**src/rtl/mem_access_if.sv**
```systemverilog
// mem_access_if -- data-bus bundle between the memory-access stage and memory.
//   memReq     : bus request, held until memAck is sampled high
//   memWe      : write strobe (1 = store)
//   memBe      : byte enables, bit n = byte lane n (little-endian)
//   memAddrOut : word-aligned bus address (low 2 bits zero)
//   memWData   : write data, already replicated into the right lanes
//   memRData   : read data returned by memory
//   memAck     : one-cycle acknowledge from memory
// Modports: master = memory-access stage, slave = memory.
interface mem_access_if;
    logic        memReq;
    logic        memWe;
    logic [3:0]  memBe;
    logic [31:0] memAddrOut;
    logic [31:0] memWData;
    logic [31:0] memRData;
    logic        memAck;

    modport master (
        output memReq, memWe, memBe, memAddrOut, memWData,
        input  memRData, memAck
    );

    modport slave (
        input  memReq, memWe, memBe, memAddrOut, memWData,
        output memRData, memAck
    );
endinterface

```
**src/rtl/mem_access.sv**
```systemverilog
// mem_access -- pipeline memory-access stage with a request/acknowledge data bus.
// Non-memory instructions pass straight through to write-back. Loads and stores
// stall the pipeline, run one bus transfer (IDLE -> ACCESS -> DONE) and write
// back formatted load data (Lw/Ll/Lb/Lbu) or the Sc success flag. An ACCESS
// phase with no acknowledge for ACK_TIMEOUT cycles is abandoned and flagged as
// a bus error (excptype bit 10). Ll/Sc share a single link bit.
// Ports:
//   clk, rst (asynchronous, active-low)
//   op, regcData/regcWrite/regcAddr, memAddr/memData, excptype_i : execute stage
//   bus (mem_access_if.master)                                     : data bus
//   regData/regWrite/regAddr                                       : write-back
//   stall, excptype, llbit                                         : status
// Build option: define MEM_ALIGN_CHECK_EN to raise misaligned word-access
// exceptions (bit 4 for Lw/Ll, bit 5 for Sw/Sc) instead of accessing memory.
module mem_access #(
    parameter int ACK_TIMEOUT = 15
) (
    input  logic               clk,
    input  logic               rst,
    input  logic [5:0]         op,
    input  logic [31:0]        regcData,
    input  logic               regcWrite,
    input  logic [4:0]         regcAddr,
    input  logic [31:0]        memAddr,
    input  logic [31:0]        memData,
    input  logic [31:0]        excptype_i,
    mem_access_if.master       bus,
    output logic [31:0]        regData,
    output logic               regWrite,
    output logic [4:0]         regAddr,
    output logic               stall,
    output logic [31:0]        excptype,
    output logic               llbit
);
    localparam logic [5:0] LB  = 6'h20;
    localparam logic [5:0] LW  = 6'h23;
    localparam logic [5:0] LBU = 6'h24;
    localparam logic [5:0] SB  = 6'h28;
    localparam logic [5:0] SW  = 6'h2B;
    localparam logic [5:0] LL  = 6'h30;
    localparam logic [5:0] SC  = 6'h38;

    localparam logic [3:0]  TIMEOUT_CNT = 4'(ACK_TIMEOUT);
    localparam logic [31:0] BUS_ERR     = 32'h0000_0400;

    typedef enum logic [1:0] {IDLE, ACCESS, DONE} state_t;

    state_t      state_reg;
    logic        req_reg, we_reg, llbit_reg, timeout_reg;
    logic [3:0]  be_reg, cnt_reg;
    logic [31:0] addr_reg, wdata_reg, rdata_reg;

    logic        is_load, is_store, is_byte, is_mem, sc_fail, exc_any, start;
    logic [31:0] align_exc, load_data;
    logic [7:0]  byte_sel;
    logic [3:0]  cnt_next;

    assign is_load  = (op == LW) || (op == LL) || (op == LB) || (op == LBU);
    assign is_store = (op == SW) || (op == SC) || (op == SB);
    assign is_byte  = (op == LB) || (op == LBU) || (op == SB);
    assign is_mem   = is_load || is_store;
    assign sc_fail  = (op == SC) && !llbit_reg;

`ifdef MEM_ALIGN_CHECK_EN
    always_comb begin
        align_exc = '0;
        if (memAddr[1:0] != 2'b00) begin
            if ((op == LW) || (op == LL))
                align_exc = 32'h0000_0010;
            else if ((op == SW) || (op == SC))
                align_exc = 32'h0000_0020;
        end
    end
`else
    assign align_exc = '0;
`endif

    assign exc_any  = ((excptype_i | align_exc) != 32'd0);
    assign start    = is_mem && !exc_any && !sc_fail;
    assign cnt_next = cnt_reg + 4'd1;

    // Upstream holds op/memAddr stable through DONE, so they can still steer
    // the byte lane and result format here.
    assign byte_sel = rdata_reg[{memAddr[1:0], 3'b000} +: 8];

    always_comb begin
        case (op)
            LB:      load_data = {{24{byte_sel[7]}}, byte_sel};
            LBU:     load_data = {24'd0, byte_sel};
            SC:      load_data = 32'd1;
            default: load_data = rdata_reg;
        endcase
    end

    always_comb begin
        regData  = regcData;
        regWrite = regcWrite;
        regAddr  = regcAddr;
        stall    = 1'b0;
        excptype = excptype_i | align_exc;
        if (!rst) begin
            regData  = '0;
            regWrite = 1'b0;
            excptype = '0;
        end else begin
            case (state_reg)
                IDLE: begin
                    if (exc_any) begin
                        regWrite = 1'b0;
                    end else if (sc_fail) begin
                        regData = '0;
                    end else if (start) begin
                        stall    = 1'b1;
                        regWrite = 1'b0;
                    end
                end
                ACCESS: begin
                    stall    = 1'b1;
                    regWrite = 1'b0;
                end
                DONE: begin
                    regWrite = 1'b0;
                    if (timeout_reg) begin
                        excptype = excptype | BUS_ERR;
                    end else if (is_load || (op == SC)) begin
                        regWrite = 1'b1;
                        regData  = load_data;
                    end
                end
                default: begin
                    regWrite = 1'b0;
                end
            endcase
        end
    end

    always_ff @(posedge clk or negedge rst) begin
        if (!rst) begin
            state_reg   <= IDLE;
            req_reg     <= 1'b0;
            we_reg      <= 1'b0;
            be_reg      <= '0;
            addr_reg    <= '0;
            wdata_reg   <= '0;
            rdata_reg   <= '0;
            cnt_reg     <= '0;
            llbit_reg   <= 1'b0;
            timeout_reg <= 1'b0;
        end else begin
            case (state_reg)
                IDLE: begin
                    timeout_reg <= 1'b0;
                    if (start) begin
                        state_reg <= ACCESS;
                        cnt_reg   <= '0;
                        req_reg   <= 1'b1;
                        we_reg    <= is_store;
                        be_reg    <= is_byte ? (4'b0001 << memAddr[1:0]) : 4'b1111;
                        addr_reg  <= {memAddr[31:2], 2'b00};
                        wdata_reg <= (op == SB) ? {4{memData[7:0]}} : memData;
                    end else if (exc_any) begin
                        llbit_reg <= 1'b0;
                    end
                end
                ACCESS: begin
                    // An ack arriving on the final allowed cycle still completes normally.
                    if (bus.memAck) begin
                        rdata_reg <= bus.memRData;
                        state_reg <= DONE;
                        req_reg   <= 1'b0;
                        we_reg    <= 1'b0;
                        be_reg    <= '0;
                    end else begin
                        cnt_reg <= cnt_next;
                        if (cnt_next == TIMEOUT_CNT) begin
                            state_reg   <= DONE;
                            timeout_reg <= 1'b1;
                            req_reg     <= 1'b0;
                            we_reg      <= 1'b0;
                            be_reg      <= '0;
                        end
                    end
                end
                DONE: begin
                    state_reg   <= IDLE;
                    timeout_reg <= 1'b0;
                    if (op == SC)
                        llbit_reg <= 1'b0;
                    else if ((op == LL) && !timeout_reg)
                        llbit_reg <= 1'b1;
                end
                default: state_reg <= IDLE;
            endcase
        end
    end

    assign bus.memReq     = req_reg;
    assign bus.memWe      = we_reg;
    assign bus.memBe      = be_reg;
    assign bus.memAddrOut = addr_reg;
    assign bus.memWData   = wdata_reg;
    assign llbit          = llbit_reg;
endmodule

```
**src/flat_wrapper.sv**
```systemverilog
// flat-port wrapper written by rule: the top's interface ports become plain ports
module mem_access_flat 
#(
    parameter int ACK_TIMEOUT = 15
)
  (clk, rst, op, regcData, regcWrite, regcAddr, memAddr, memData, excptype_i, regData, regWrite, regAddr, stall, excptype, llbit, bus_memReq, bus_memWe, bus_memBe, bus_memAddrOut, bus_memWData, bus_memRData, bus_memAck);
  mem_access_if bus_i ();
  input  logic clk;
  input  logic rst;
  input  logic [5:0] op;
  input  logic [31:0] regcData;
  input  logic regcWrite;
  input  logic [4:0] regcAddr;
  input  logic [31:0] memAddr;
  input  logic [31:0] memData;
  input  logic [31:0] excptype_i;
  output logic [31:0] regData;
  output logic regWrite;
  output logic [4:0] regAddr;
  output logic stall;
  output logic [31:0] excptype;
  output logic llbit;
  output wire logic [$bits(bus_i.memReq)-1:0] bus_memReq;
  output wire logic [$bits(bus_i.memWe)-1:0] bus_memWe;
  output wire logic [$bits(bus_i.memBe)-1:0] bus_memBe;
  output wire logic [$bits(bus_i.memAddrOut)-1:0] bus_memAddrOut;
  output wire logic [$bits(bus_i.memWData)-1:0] bus_memWData;
  input wire logic [$bits(bus_i.memRData)-1:0] bus_memRData;
  input wire logic [$bits(bus_i.memAck)-1:0] bus_memAck;
  assign bus_memReq = bus_i.memReq;
  assign bus_memWe = bus_i.memWe;
  assign bus_memBe = bus_i.memBe;
  assign bus_memAddrOut = bus_i.memAddrOut;
  assign bus_memWData = bus_i.memWData;
  assign bus_i.memRData = bus_memRData;
  assign bus_i.memAck = bus_memAck;
  mem_access #(.ACK_TIMEOUT(ACK_TIMEOUT)) u_core (.clk(clk), .rst(rst), .op(op), .regcData(regcData), .regcWrite(regcWrite), .regcAddr(regcAddr), .memAddr(memAddr), .memData(memData), .excptype_i(excptype_i), .bus(bus_i), .regData(regData), .regWrite(regWrite), .regAddr(regAddr), .stall(stall), .excptype(excptype), .llbit(llbit));
endmodule
```
**config.mk**
```make
export PLATFORM = sky130hd
export DESIGN_NAME = mem_access_flat
export DESIGN_NICKNAME = d
export VERILOG_FILES = /design/src/rtl/mem_access_if.sv /design/src/rtl/mem_access.sv /design/src/flat_wrapper.sv
export SDC_FILE = /design/constraint.sdc
export NUM_CORES = 1
export LEC_CHECK = 0
export ABC_CLOCK_PERIOD_IN_PS = 5890
export CORE_AREA = 2 2 122 124
export CTS_BUF_LIST = sky130_fd_sc_hd__clkbuf_8
export DETAILED_ROUTE_END_ITERATION = 10
export DIE_AREA = 0 0 124 126
export HOLD_SLACK_MARGIN = 0.05
export PLACE_DENSITY = 0.87
export SLEW_MARGIN = 10
export SYNTH_ARGS = -nofsm -noshare
export SYNTH_HDL_FRONTEND = slang
export SYNTH_SLANG_ARGS = --single-unit
```
**constraint.sdc**
```tcl
create_clock -name clk -period 5.89 [get_ports clk]
set_clock_uncertainty 0.1 [all_clocks]
set_input_delay 1.178 -clock clk [delete_from_list [all_inputs] [get_ports clk]]
set_output_delay 1.178 -clock clk [all_outputs]
set_load 0.005 [all_outputs]
```
# Word-level counts from Yosys, hierarchy flattened
# Cells that the tools add are included.
# Widths: inputs -> output; s select.
[totals]
n_memories = 0
latch_bits = 0
mem_bits_ro = 0
input_bits = 175
mem_bits_rw = 0
ff_bits = 108
[classes]
div = 0
muxes = 49
mul = 0
n_eq_ne = 17
n_lt_le_gt_ge = 0
n_bitwise = 0
n_shift = 2
reduce_logical = 30
n_addsub = 1
[ops]
columns = ["op", "n"]
rows = [
  ["$mux 32", 7],
  ["$pmux 32 s3", 1],
  ["$pmux 32 s2", 1],
  ["$eq 6x6->1 const B", 7],
  ["$reduce_bool 32->1", 1],
  ["$shiftx 32x6->8", 1],
  ["$mux 4", 6],
  ["$mux 11", 2],
  ["$mux 1", 20],
  ["$pmux 4 s2", 2],
  ["$pmux 1 s2", 6],
  ["$logic_or 1x1->1", 9],
  ["$reduce_and 3->1", 3],
  ["$mux 2", 3],
  ["$ne 2x1->1 const B", 3],
  ["$reduce_and 2->1", 3],
  ["$reduce_bool 2->1", 3],
  ["$add 4x1->4 const B", 1],
  ["$eq 4x4->1 const B", 1],
  ["$logic_and 1x1->1", 4],
  ["$logic_not 1->1", 4],
  ["$ne 2x2->1 const B", 2],
  ["$pmux 2 s2", 1],
  ["$reduce_and 4->1", 1],
  ["other kinds (7)", 7],
]

# Longest topological paths before layout
[logic_depth]
depth_word = 12
ltp_mapped = 8
depth_no_buf = 6

# Worst setup path before layout
# Ideal clock, no wire load.
[synth_timing]
path_type = "input port to output port"
startpoint = "input port op[3]"
endpoint = "output port regData[10]"
cell_stages = 5
path_slack_ps = 1857
path_buffers = 1
t_arrival_ps = 2755
path_cell_list = "or4_1 -> a21oi_1 -> nor2b_1 -> clkbuf_1 -> a21oi_1"
[synth_via]
elab_chain_len = 9
[synth_rtl]
columns = ["element", "line", "rtl"]
rows = [
  ["start: declaration", "flat_wrapper.sv:10", "input logic [5:0] op;"],
  ["$eq 6x6->1", "mem_access.sv:58", "assign is_load = (op == LW) || (op == LL) || (op == LB) || (op == LBU);"],
  ["$logic_or 1x1->1 (3 in a row)", "mem_access.sv:58", ""],
  ["$logic_or 1x1->1", "mem_access.sv:125", "end else if (is_load || (op == SC)) begin"],
  ["$mux 32", "mem_access.sv:125", ""],
  ["$mux 32", "mem_access.sv:123", "if (timeout_reg) begin"],
  ["$pmux 32 s2 (*)", "mem_access.sv:106", "case (state_reg)"],
  ["$mux 32 (*)", "mem_access.sv:101", "if (!rst) begin"],
  ["end: declaration", "flat_wrapper.sv:17", "output logic [31:0] regData;"],
]
# Mark *: on every way between the ends. The rest lies on a longest branch, timed or not.

# Worst setup path after layout
[layout_timing]
startpoint = "input port op[2]"
endpoint = "output port regData[27]"
# The elaborated chain is that of the path after synthesis.

==> impl_metrics.yaml <==
run_status:
  status: "complete, no violations"
sta:
  rsz0062_at_grt: "false"
  min_period_ns: 5.23
  finalHoldViolations: 0
  finalSetupTns_ns: 0
  setup_violations: 0
  clock.fmax_ghz: 0.191
  period_share: 0.888
  slew_violations: 0
  relSlewSlack: 0.286
  max_slew.worst_pin.slew_ns: 1.07
synthesis:
  ys_ff_latch: 108
  synthesis.area_sq_mm: 0.00585
  yosysWarnings: 0
  synth.distinct_cells: 45
  synth_area_leaders: "dfrtp_1 (46%), mux2_4 (9.8%), mux2_2 (6.4%)"
  synth_top_area_frac: 0.462
  syn_avg_cell_area_sq_um: 10.8
  async_flop_share: 1.00
  synth_top_cell_by_area: "dfrtp_1"
  synth_cells: 541
  synth-seq-area-share: 0.462
  synth-main-ff-cell: "dfrtp_1"
  synth_edf_count: 0
cells_and_area:
  layout-drive-gt1-share: 0.134
  diodes: 0
  syn2layout_area_growth_pct: 56.9
  fin_area_sq_mm: 0.00918
  nFillCells: 1149
  nNetsFinal: 1000
clock_tree:
  clockRootBuffer: "clkbuf_8"
  clock-sinks: 108
  cts.htree.levels: 3
  cts_hold_buf: 0
  clk_latency_ns: 0.37
  post_cts_buffers: 0
  cts.clk_slew.worst_paths_ns: 0.09
  clk_path_buf_depth: 2
  cts_tree: "done"
  cts_resized: 0
  numCtsBuffers: 9
drt:
  wl_met2_microns: 9000
  via_count: 5292
  first_pass_iters: 6
  wl_microns: 17900
  wl_per_cell_microns: 17.7
  postRouteAntennaNets: 0
  wl_met1_microns: 6820
  drt_first_iter_violations: 285
  met3_length_microns: 1480
  routed.top_layer: "met4"
  drc: 0
  viasPerCell: 5.23
critical_path:
  crit_buf_inv: 2
  critPathSlowestCell: "o31a_1"
  critical_path_class: "in -> out"
  crit_chain: "clkdlybuf4s50_1 > and3b_1 > nand3_1 > o31a_1 > o21ai_0 > a21oi_1 > clkdlybuf4s50_1"
  slowest_delay_ns: 0.83
  critPathCaptureType: "output pin"
  cp_max_fo: 32
  path_delay_family: "compound AO/OA/AOI/OAI gates"
  critPathRequiredTime_ns: 4.61
  start_kind: "primary input"
  arrival_ns: 3.95
  path_common_cell: "clkdlybuf4s50_1"
power_and_ir_drop:
  power_density_mw_per_mm2: 156
  ir_drop_v: 0.0000985
  p_leak_nw: 4.10
  finalPower_mw: 1.44
grt:
  grt_pass1_vias: 5250
  antenna_found_initial: 0
  grt_max_degree: 78
  grt_pass1_wl_microns: 27500
  track_usage: 0.230
  grt.overflow.total: 0
die:
  ios: 317
  num_rows: 44
  die_h_microns: 126
  initial_core_util: 0.409
  die_x_microns: 124
  core_sq_mm: 0.0143
  fp.dieArea_sq_mm: 0.0156
placed_design:
  gp_routability_congestion: 0.839
  hpwl_microns: 13700
  post_dp_cell_area_sq_mm: 0.00899
  port_buffers: 304
flow_run:
  cap_violations: 0
worst_hold_path:
  holdCritPathClass: "reg -> reg"
-- worst paths after layout --
check                                       endpoint  slack, ns  cells after the start                     from
min reg2reg                  u_core.bus.memWData[31]       0.38                      2  u_core.bus.memWData[31]
min                          u_core.bus.memWData[31]       0.38                      2  u_core.bus.memWData[31]
min in group asynchronous        u_core.bus.memBe[1]       0.89                      2                      rst
max reg2reg                u_core.bus.memAddrOut[16]       3.24                      5             u_core.llbit
max in group asynchronous  u_core.bus.memAddrOut[16]       4.16                      2                      rst
max                                      regData[27]       0.66                      7                    op[2]
-- kinds of logic (layout without fill, tap and decap cells) --
| family | Yosys count | count (layout) | synth area share |
|---|---|---|---|
| simple gates | 151 | 151 | 0.135 |
| compound gates | 124 | 124 | 0.121 |
| flops | 108 | 108 | 0.462 |
| mux | 103 | 103 | 0.231 |
| buf+inv | 50 | 335 | 0.0424 |
| fa+ha+maj | 2 | 2 | 0.00428 |
| xor+xnor | 2 | 2 | 0.00300 |
| other cells | 1 | 2 | 0.000641 |
-- worst min-delay path, cell delays in order (launching register included) --
cell and delay, ns:
dfrtp_1 0.35, nand2_1 0.05, o21ai_0 0.06
-- Yosys cell counts, drive strengths merged, types with 5 or more instances --
library cell and instances:
a32oi 6, o2bb2ai 5, o21ai 57, dfrtp 108, buf 14, o22ai 10
nor4 9, clkbuf 30, mux2 71, mux2i 25, inv 6, and2 33
mux4 7, nor2 5, nand2 63, a21oi 35, nand3 6
-- cells in the final DEF (no fill, tap or decap), types with 3 or more instances in the layout --
cell type and count:
o21ai_0 56, nor3b_1 3, nand2_1 63, nor3_1 3, a32oi_1 6, inv_1 7, nand2b_1 4, mux2_2 33
a21oi_1 34, nand4_1 3, mux4_2 7, nand3b_1 4, buf_4 11, nand4b_1 4, and2_1 33, clkbuf_8 9
nand3_1 6, nor4_1 9, o2bb2ai_1 5, nor2b_1 3, clkdlybuf4s50_1 303, o22ai_1 10, or2_2 4, mux2i_1 25
mux2_4 38, dfrtp_1 108, nor2_1 5
-- final cells by class --
cell class | count | area (sq um) | share of cell area
repair buffers | 314 | 3120 | 0.339
inverters | 6 | 22.5 | 0.00245
clock inverters | 6 | 66.3 | 0.00722
multi-input cells | 384 | 2920 | 0.318
flip-flops and latches | 108 | 2700 | 0.294
clock buffers | 9 | 124 | 0.0135
well taps | 184 | 230 | 0.0251
-- metrics by stage --
stage | utilization | worst slack [ns] | hold WS [ns] | std cells
CTS | 0.641 | 0.668 | 0.392 | 1011
floorplan | - | 1.86 | 0.373 | 542
detailed placement | 0.628 | 0.674 | 0.369 | 996
global placement | 0.628 | 0.772 | 0.361 | 996
global route | 0.641 | 0.412 | 0.417 | 1011
finish | 0.641 | 0.661 | 0.385 | 1011
-- metal layers --
layer / up-vias / global-route usage
li1: 2503 / -
met1: 2529 / 0.281
met2: 219 / 0.384
met3: 41 / 0.0503
met4: 0 / 0.106
met5: - / 0
-- power breakdown --
part	switching (mW)	internal, mW	total [mW]
combinational	0.0814	0.161	0.242
clock	0.255	0.195	0.450
sequential	0.00154	0.742	0.743
No activity file was read; power rests on OpenSTA's default activity.
